===== src/rtl/sync_align_queue_pkg.sv =====
// Shared widths, tag layout helpers and controller state encoding for the
// sync_align_queue slice.
package sync_pkg;

  localparam int XW_DEF    = 10;
  localparam int YW_DEF    = 10;
  localparam int CIW_DEF   = 8;
  localparam int RW_DEF    = 5;
  localparam int GW_DEF    = 6;
  localparam int BW_DEF    = 5;
  localparam int DEPTH_DEF = 8;
  localparam int ECW_DEF   = 16;

  typedef enum logic [1:0] {
    S_IDLE = 2'd0,
    S_BUSY = 2'd1,
    S_FULL = 2'd2
  } state_t;

  // Tag layout, MSB first: {x, y, r, g, b}
  function automatic int tagWidth(input int xw, input int yw, input int rw,
                                  input int gw, input int bw);
    return xw + yw + rw + gw + bw;
  endfunction

  function automatic int tagBOff();
    return 0;
  endfunction

  function automatic int tagGOff(input int bw);
    return bw;
  endfunction

  function automatic int tagROff(input int gw, input int bw);
    return gw + bw;
  endfunction

  function automatic int tagYOff(input int rw, input int gw, input int bw);
    return rw + gw + bw;
  endfunction

  function automatic int tagXOff(input int yw, input int rw, input int gw,
                                 input int bw);
    return yw + rw + gw + bw;
  endfunction

endpackage


===== src/rtl/sync_align_queue_tag_fifo.sv =====
// Small synchronous FIFO holding pending tags; head is visible combinationally
// and a push and a pop may happen in the same cycle, even when full.
module tag_fifo #(
  parameter int W     = 8,
  parameter int DEPTH = 8
) (
  input  logic                       clk,
  input  logic                       rst_n,
  input  logic                       push,
  input  logic                       pop,
  input  logic [W-1:0]               din,
  output logic [W-1:0]               dout,
  output logic [$clog2(DEPTH):0]     count,
  output logic                       empty
);

  localparam int AW = $clog2(DEPTH);
  localparam int CW = AW + 1;

  logic [W-1:0]  r_mem [DEPTH];
  logic [AW-1:0] r_wrPtr;
  logic [AW-1:0] r_rdPtr;
  logic [CW-1:0] r_count;
  logic          w_full;
  logic          w_doPush;
  logic          w_doPop;

  assign empty    = (r_count == '0);
  assign w_full   = (r_count == CW'(DEPTH));
  assign w_doPop  = pop & ~empty;
  assign w_doPush = push & (~w_full | w_doPop);
  assign dout     = r_mem[r_rdPtr];
  assign count    = r_count;

  always_ff @(posedge clk) begin
    if (w_doPush) begin
      r_mem[r_wrPtr] <= din;
    end
  end

  // DEPTH is a power of two, so pointers wrap by plain overflow
  always_ff @(posedge clk) begin
    if (!rst_n) begin
      r_wrPtr <= '0;
      r_rdPtr <= '0;
      r_count <= '0;
    end else begin
      if (w_doPush) begin
        r_wrPtr <= r_wrPtr + AW'(1);
      end
      if (w_doPop) begin
        r_rdPtr <= r_rdPtr + AW'(1);
      end
      case ({w_doPush, w_doPop})
        2'b10:   r_count <= r_count + CW'(1);
        2'b01:   r_count <= r_count - CW'(1);
        default: r_count <= r_count;
      endcase
    end
  end

endmodule


===== src/rtl/sync_align_queue.sv =====
// Pairs source pixels read from a show-ahead FIFO with in-order homography
// results, flagging coordinate mismatches and orphaned results.
module sync_align_queue
  import sync_pkg::*;
#(
  parameter int XW    = XW_DEF,
  parameter int YW    = YW_DEF,
  parameter int CIW   = CIW_DEF,
  parameter int RW    = RW_DEF,
  parameter int GW    = GW_DEF,
  parameter int BW    = BW_DEF,
  parameter int DEPTH = DEPTH_DEF,
  parameter int ECW   = ECW_DEF
) (
  input  logic                     clk_25,
  input  logic                     rst_n,
  input  logic [XW+YW+3*CIW-1:0]   q,
  input  logic                     rdempty,
  output logic                     rdreq,
  output logic                     rdclk,
  output logic [XW-1:0]            query_x,
  output logic [YW-1:0]            query_y,
  output logic                     start,
  input  logic [XW-1:0]            return_x,
  input  logic [YW-1:0]            return_y,
  input  logic [RW-1:0]            r,
  input  logic [GW-1:0]            g,
  input  logic [BW-1:0]            b,
  input  logic                     ready,
  output logic                     val,
  output logic [XW-1:0]            sync_x,
  output logic [YW-1:0]            sync_y,
  output logic [RW-1:0]            dvi_r,
  output logic [GW-1:0]            dvi_g,
  output logic [BW-1:0]            dvi_b,
  output logic [RW-1:0]            ccd_r,
  output logic [GW-1:0]            ccd_g,
  output logic [BW-1:0]            ccd_b,
  input  logic                     clr,
  output logic                     debug,
  output logic                     underflow,
  output logic [ECW-1:0]           err_cnt,
  output logic [$clog2(DEPTH):0]   outstanding
);

  localparam int CW    = $clog2(DEPTH) + 1;
  localparam int TW    = tagWidth(XW, YW, RW, GW, BW);
  localparam int X_OFF = tagXOff(YW, RW, GW, BW);
  localparam int Y_OFF = tagYOff(RW, GW, BW);
  localparam int R_OFF = tagROff(GW, BW);
  localparam int G_OFF = tagGOff(BW);
  localparam int B_OFF = tagBOff();

  logic [XW-1:0]  w_qX;
  logic [YW-1:0]  w_qY;
  logic [CIW-1:0] w_qR8;
  logic [CIW-1:0] w_qG8;
  logic [CIW-1:0] w_qB8;
  logic [TW-1:0]  w_pushTag;
  logic [TW-1:0]  w_headTag;
  logic [XW-1:0]  w_headX;
  logic [YW-1:0]  w_headY;
  logic [CW-1:0]  w_count;
  logic [CW-1:0]  w_countNext;
  logic           w_fifoEmpty;
  logic           w_accept;
  logic           w_pop;
  logic           w_mismatch;
  logic           w_orphan;
  logic           w_unusedQ;
  state_t         r_state;
  state_t         w_stateNext;

  logic [XW-1:0]  r_queryX;
  logic [YW-1:0]  r_queryY;
  logic           r_start;
  logic           r_val;
  logic [XW-1:0]  r_syncX;
  logic [YW-1:0]  r_syncY;
  logic [RW-1:0]  r_dviR;
  logic [GW-1:0]  r_dviG;
  logic [BW-1:0]  r_dviB;
  logic [RW-1:0]  r_ccdR;
  logic [GW-1:0]  r_ccdG;
  logic [BW-1:0]  r_ccdB;
  logic           r_debug;
  logic           r_underflow;
  logic [ECW-1:0] r_errCnt;

  assign w_qX  = q[XW+YW+3*CIW-1 -: XW];
  assign w_qY  = q[YW+3*CIW-1 -: YW];
  assign w_qR8 = q[3*CIW-1 -: CIW];
  assign w_qG8 = q[2*CIW-1 -: CIW];
  assign w_qB8 = q[CIW-1:0];

  assign w_pushTag = {w_qX, w_qY, w_qR8[CIW-1 -: RW], w_qG8[CIW-1 -: GW],
                      w_qB8[CIW-1 -: BW]};
  assign w_unusedQ = ^{w_qR8, w_qG8, w_qB8};

  assign w_headX = w_headTag[X_OFF +: XW];
  assign w_headY = w_headTag[Y_OFF +: YW];

  // A result never pops a tag pushed in the same cycle: pop looks at count only
  assign w_pop      = ready & ~w_fifoEmpty;
  assign w_mismatch = w_pop & ((return_x != w_headX) | (return_y != w_headY));
  assign w_orphan   = ready & w_fifoEmpty & ~w_accept;

  tag_fifo #(
    .W     (TW),
    .DEPTH (DEPTH)
  ) u_tagFifo (
    .clk   (clk_25),
    .rst_n (rst_n),
    .push  (w_accept),
    .pop   (w_pop),
    .din   (w_pushTag),
    .dout  (w_headTag),
    .count (w_count),
    .empty (w_fifoEmpty)
  );

  always_ff @(posedge clk_25) begin
    if (!rst_n) begin
      r_state <= S_IDLE;
    end else begin
      r_state <= w_stateNext;
    end
  end

  always_comb begin
    w_countNext = w_count;
    if (w_accept && !w_pop) begin
      w_countNext = w_count + CW'(1);
    end else if (!w_accept && w_pop) begin
      w_countNext = w_count - CW'(1);
    end
    if (w_countNext == '0) begin
      w_stateNext = S_IDLE;
    end else if (w_countNext == CW'(DEPTH)) begin
      w_stateNext = S_FULL;
    end else begin
      w_stateNext = S_BUSY;
    end
  end

  // When full, a word can only be taken if a result frees a slot this cycle
  always_comb begin
    w_accept = 1'b0;
    if (rst_n && !rdempty) begin
      w_accept = (r_state != S_FULL) | w_pop;
    end
  end

  always_ff @(posedge clk_25) begin
    if (!rst_n) begin
      r_queryX    <= '0;
      r_queryY    <= '0;
      r_start     <= 1'b0;
      r_val       <= 1'b0;
      r_syncX     <= '0;
      r_syncY     <= '0;
      r_dviR      <= '0;
      r_dviG      <= '0;
      r_dviB      <= '0;
      r_ccdR      <= '0;
      r_ccdG      <= '0;
      r_ccdB      <= '0;
      r_debug     <= 1'b0;
      r_underflow <= 1'b0;
      r_errCnt    <= '0;
    end else begin
      r_start <= w_accept;
      if (w_accept) begin
        r_queryX <= w_qX;
        r_queryY <= w_qY;
      end
      r_val <= w_pop;
      if (w_pop) begin
        r_syncX <= w_headX;
        r_syncY <= w_headY;
        r_dviR  <= w_headTag[R_OFF +: RW];
        r_dviG  <= w_headTag[G_OFF +: GW];
        r_dviB  <= w_headTag[B_OFF +: BW];
        r_ccdR  <= r;
        r_ccdG  <= g;
        r_ccdB  <= b;
      end
      if (clr) begin
        r_debug     <= 1'b0;
        r_underflow <= 1'b0;
        r_errCnt    <= '0;
      end else begin
        if (w_mismatch) begin
          r_debug <= 1'b1;
          if (r_errCnt != '1) begin
            r_errCnt <= r_errCnt + ECW'(1);
          end
        end
        if (w_orphan) begin
          r_underflow <= 1'b1;
        end
      end
    end
  end

  assign rdreq       = w_accept;
  assign rdclk       = clk_25;
  assign query_x     = r_queryX;
  assign query_y     = r_queryY;
  assign start       = r_start;
  assign val         = r_val;
  assign sync_x      = r_syncX;
  assign sync_y      = r_syncY;
  assign dvi_r       = r_dviR;
  assign dvi_g       = r_dviG;
  assign dvi_b       = r_dviB;
  assign ccd_r       = r_ccdR;
  assign ccd_g       = r_ccdG;
  assign ccd_b       = r_ccdB;
  assign debug       = r_debug;
  assign underflow   = r_underflow;
  assign err_cnt     = r_errCnt;
  assign outstanding = w_count;

endmodule


===== config.mk =====
export PLATFORM = sky130hd
export DESIGN_NAME = sync_align_queue
export DESIGN_NICKNAME = d
export VERILOG_FILES = /design/src/rtl/sync_align_queue_pkg.sv /design/src/rtl/sync_align_queue_tag_fifo.sv /design/src/rtl/sync_align_queue.sv
export SDC_FILE = /design/constraint.sdc
export NUM_CORES = 1
export LEC_CHECK = 0
export BUFFER_PORTS_ARGS = -buffer_cell sky130_fd_sc_hd__buf_2
export CAP_MARGIN = 30
export CORE_MARGIN = 3
export CORE_UTILIZATION = 60
export DETAILED_ROUTE_END_ITERATION = 6
export GPL_TIMING_DRIVEN = 0
export PLACE_DENSITY = 0.91
export SKIP_LAST_GASP = 1
export SLEW_MARGIN = 30
export SYNTH_ARGS = -nofsm -noshare
export SYNTH_HDL_FRONTEND = slang
export SYNTH_SLANG_ARGS = --single-unit

===== constraint.sdc =====
create_clock -name clk_25 -period 10.9 [get_ports clk_25]
set_input_delay 2.18 -clock clk_25 [delete_from_list [all_inputs] [get_ports clk_25]]
set_output_delay 2.18 -clock clk_25 [all_outputs]
set_load 0.02 [all_outputs]

# Word level (Yosys, flattened, before mapping)
# Memory sizes are Yosys's and may differ from the RTL's. A register that Yosys moved wholly into a read port is not among the register bits.
# Cells that the tools add are included.
dict set report word_totals {
  reg_bits 104
  mem_bits_rw 288
  inputBits 85
  out_inout_bits 98
  word_cells 67
  n_memories 1
}
dict set report op_classes {
  addsub 5
  n_eq_ne 8
  n_mux 9
  bitwise 13
  n_reduce_logical 12
}
# name depth word_bits rd rd_ports_with_merged_regs wr line_no
set memory_table {}
lappend memory_table {u_tagFifo.r_mem 8 36 1 1 1 sync_align_queue_tag_fifo.sv:20} ;# logic [W-1:0] r_mem [DEPTH];
# cell n
set op_table {}
lappend op_table {{$ne A10 B10 Y1} 2}
lappend op_table {{$add A16 B1 Y16 const B} 1}
lappend op_table {{$ne A16 B16 Y1 const B} 1}
lappend op_table {{$eq A4 B4 Y1 const B} 2}
lappend op_table {{$logic_not A4 Y1} 2}
lappend op_table {{$mux W4} 2}
lappend op_table {{$pmux W4 S2} 1}
lappend op_table {{$add A3 B1 Y3 const B} 2}
lappend op_table {{$and A1 B1 Y1} 6}
lappend op_table {{$mux W3} 2}
lappend op_table {{$add A4 B1 Y4 const B} 1}
lappend op_table {{$not A1 Y1} 4}
lappend op_table {{$reduce_or A2 Y1} 2}
lappend op_table {{$sub A4 B1 Y4 const B} 1}
lappend op_table {{$logic_and A1 B1 Y1} 3}
lappend op_table {{$logic_not A1 Y1} 3}
lappend op_table {{$mux W1} 3}
lappend op_table {{$or A1 B1 Y1} 3}
lappend op_table {{$eq A2 B1 Y1 const B} 1}
lappend op_table {{$eq A2 B2 Y1 const B} 1}
lappend op_table {{$mux W2} 1}
lappend op_table {{$ne A2 B2 Y1 const B} 1}
lappend op_table {{$reduce_and A2 Y1} 1}
lappend op_table {{$reduce_bool A2 Y1} 1}

# Longest topological paths before layout
dict set report logic_depth {
  ltp_word 11
  depth_mapped 14
  depth_no_buf 11
}

# By module
# A second synthesis with hierarchy kept.
dict set report hier_totals {
  cells_unflattened 975
  hier_area_um2 15343.5
}
# module instances cells_per_inst area_each_um2 seq_area_each_um2
set modules_own_cells {}
lappend modules_own_cells {tag_fifo 1 497 11534.8 8908.5}
lappend modules_own_cells {sync_align_queue 1 478 3808.7 1881.8}

==> qor.yml <==
placed_design:
  hpwlAfterDp_um: 26930
  dpl.cell_count: 1528
  gp_congestion: 0.8875
  post-place-ws_ps: 3023
  port_buffers: 173
  placed_cell_area_sq_mm: 0.01717
logic_synthesis:
  synth_top_area_share_pct: 55.85
  synth_warnings: 0
  ys_seq_area_share_pct: 69.69
  syn_area_sq_mm: 0.01548
  synth_seq_cells: 395
  ys_types: 54
  yosysMostFrequentCell: "edfxtp_1"
  post_synth_inst_count: 987
  syn_nets: 1078
  avgSynthCellArea_sq_um: 15.69
  synth_enable_flop_cells: 288
  ys.flop_type: "edfxtp_1"
  yosysTopAreaCell: "edfxtp_1"
  synthTopCellsByArea: "edfxtp_1, dfxtp_1, mux4_2"
  async_flop_share_pct: 0
  synth_commonest_cells: "edfxtp_1, nand2_1, dfxtp_1, mux2i_1, mux4_2"
global_routing:
  met2_usage_pct: 50.37
  grt_util_met1_pct: 38.35
  grt_pass1_vias: 10650
  antenna_found_initial: 7
  grt_util_all_layers_pct: 30.84
  grt_pass1_wl_um: 64450
  met3_usage_pct: 7.524
  grt_max_degree: 17
  grt_busiest_layer: "met2"
  grt_overflow_total: 0
critical_path:
  crit_type: "clk -> out"
  path_max_fanout: 2
  critPathCaptureType: "output port"
  arrival_ps: 5960
  critPathLaunchType: "clock port"
  crit_required_ps: 8720
detailed_routing:
  num_vias: 10600
  avgViaCountPerCell: 6.585
  drtIter0Drc: 1671
  wire_per_inst_um: 27.05
  detail-route-antenna-nets: 0
  post-route-drc-count: 0
  firstDrtPassIters: 6
  finalWirelength_um: 43520
pwr:
  peakVddDrop_mv: 0.1709
  powerDensity_mw_per_mm2: 227.9
  power_mw: 4.219
  p_leak_nw: 6.821
die:
  fp.dieW_um: 166.6
  core_sq_mm: 0.02525
  io_pins: 183
  dieArea_sq_mm: 0.02777
  initial_core_util_pct: 61.31
  row_count: 58
  die-height_um: 166.6
status:
  outcome: "finished clean"
final_layout:
  area_growth_pct: 19.57
  final_util_pct: 73.31
  fin_area_sq_mm: 0.01851
  n_fill_cell: 1394
  fin_cells: 1609
  drive_above_1_share_pct: 28.99
  final_nets: 1333
  regArea_sq_mm: 0.01079
  multiInputGateArea_sq_mm: 0.004420
sta:
  tightest_slew_ps: 973.8
  hold_viol_final: 0
  fin_skew_ps: 25.55
  timing.final.ws_setup_ps: 2762
  slew-limit-headroom_pct: 35.08
  finalSetupTns_ps: 0
  setup_viol: 0
  grt_setup_unrepaired: "false"
  finalMaxSlewViolations: 0
  whs_ps: 456.4
clocking:
  post_cts_buffers: 0
  clk_pin_slew_ps: 60
  cts_tree: "yes"
  cts_resized: 0
  insertion_delay_ps: 660
  cts_hold_buffers: 0
hold_path:
  worstHoldPathType: "reg -> reg"
flow_run:
  max_cap_violations: 0
==> state kept, by name, summed over array words and instances (netlist names), 6 cells and up, named ones only <==
signal,cells
ccd_g,6
dvi_g,6
err_cnt,16
query_x,10
query_y,10
sync_x,10
sync_y,10
u_tagFifo.r_mem,288
==> logic make-up (layout without fill, tap and decap cells) <==
family,count (synthesis),count (layout),share of synthesized area (%)
other cells,0,6,0
buf+inv,62,348,2.052
xor+xnor,22,22,1.244
simple gates,232,232,7.006
mux,123,123,12.32
flops,395,395,69.69
fa+ha+maj,6,6,0.4848
compound gates,147,147,7.208
==> layout by cell type (no fill, tap or decap), types with 6 or more instances in the layout <==
cell type,count
edfxtp_1,288
buf_2,181
nand2_1,134
dfxtp_1,107
mux2i_1,60
mux4_2,52
clkbuf_16,42
clkbuf_1,40
buf_4,34
o21ai_0,31
o211a_1,30
a21boi_0,24
xnor2_1,19
nor2_1,15
and2_1,13
a21oi_1,12
buf_6,11
nand3_1,11
inv_1,9
nand2b_1,9
a22o_1,8
mux2_2,8
or3_1,8
nor2b_1,7
nor3_1,7
clkinv_2,7
diode_2,6
ha_1,6
==> report_power, final <==
part           switching (mW)  internal (mW)
combinational           0.644          0.386
clock                   0.584          0.816
sequential             0.0691           1.72
==> metal layers <==
layer / up-vias / part of all wire, %
li1: 4310 / -
met1: 5184 / 34
met2: 895 / 49
met3: 205 / 11
met4: 2 / 6.2
met5: - / 0.018
==> final timing paths <==
| kind | depth (start not counted) | startpoint | slack [ps] | endpoint |
|---|---|---|---|---|
| max reg2reg | 12 | u_tagFifo.count[0] | 6590 | u_tagFifo.r_mem[5][4] |
| min | 2 | query_y[4] | 460 | query_y[4] |
| min reg2reg | 2 | query_y[4] | 460 | query_y[4] |
| max | 4 | clk_25 | 2760 | rdclk |
==> area by class of cell <==
type | instances | area share (%)
clock inverters | 19 | 1.048
plain buffers | 53 | 1.534
inverters | 9 | 0.1825
clock buffers | 57 | 6.170
flip-flops and latches | 395 | 58.28
repair buffers | 210 | 6.596
diodes | 6 | 0.08110
multi-input cells | 530 | 23.88
well taps | 330 | 2.230
==> worst max-delay path, stage by stage <==
cell and delay [ps]:
clkbuf_16 120, clkbuf_16 130, buf_4 110, buf_2 140
Power figures use the tool's default switching activity.
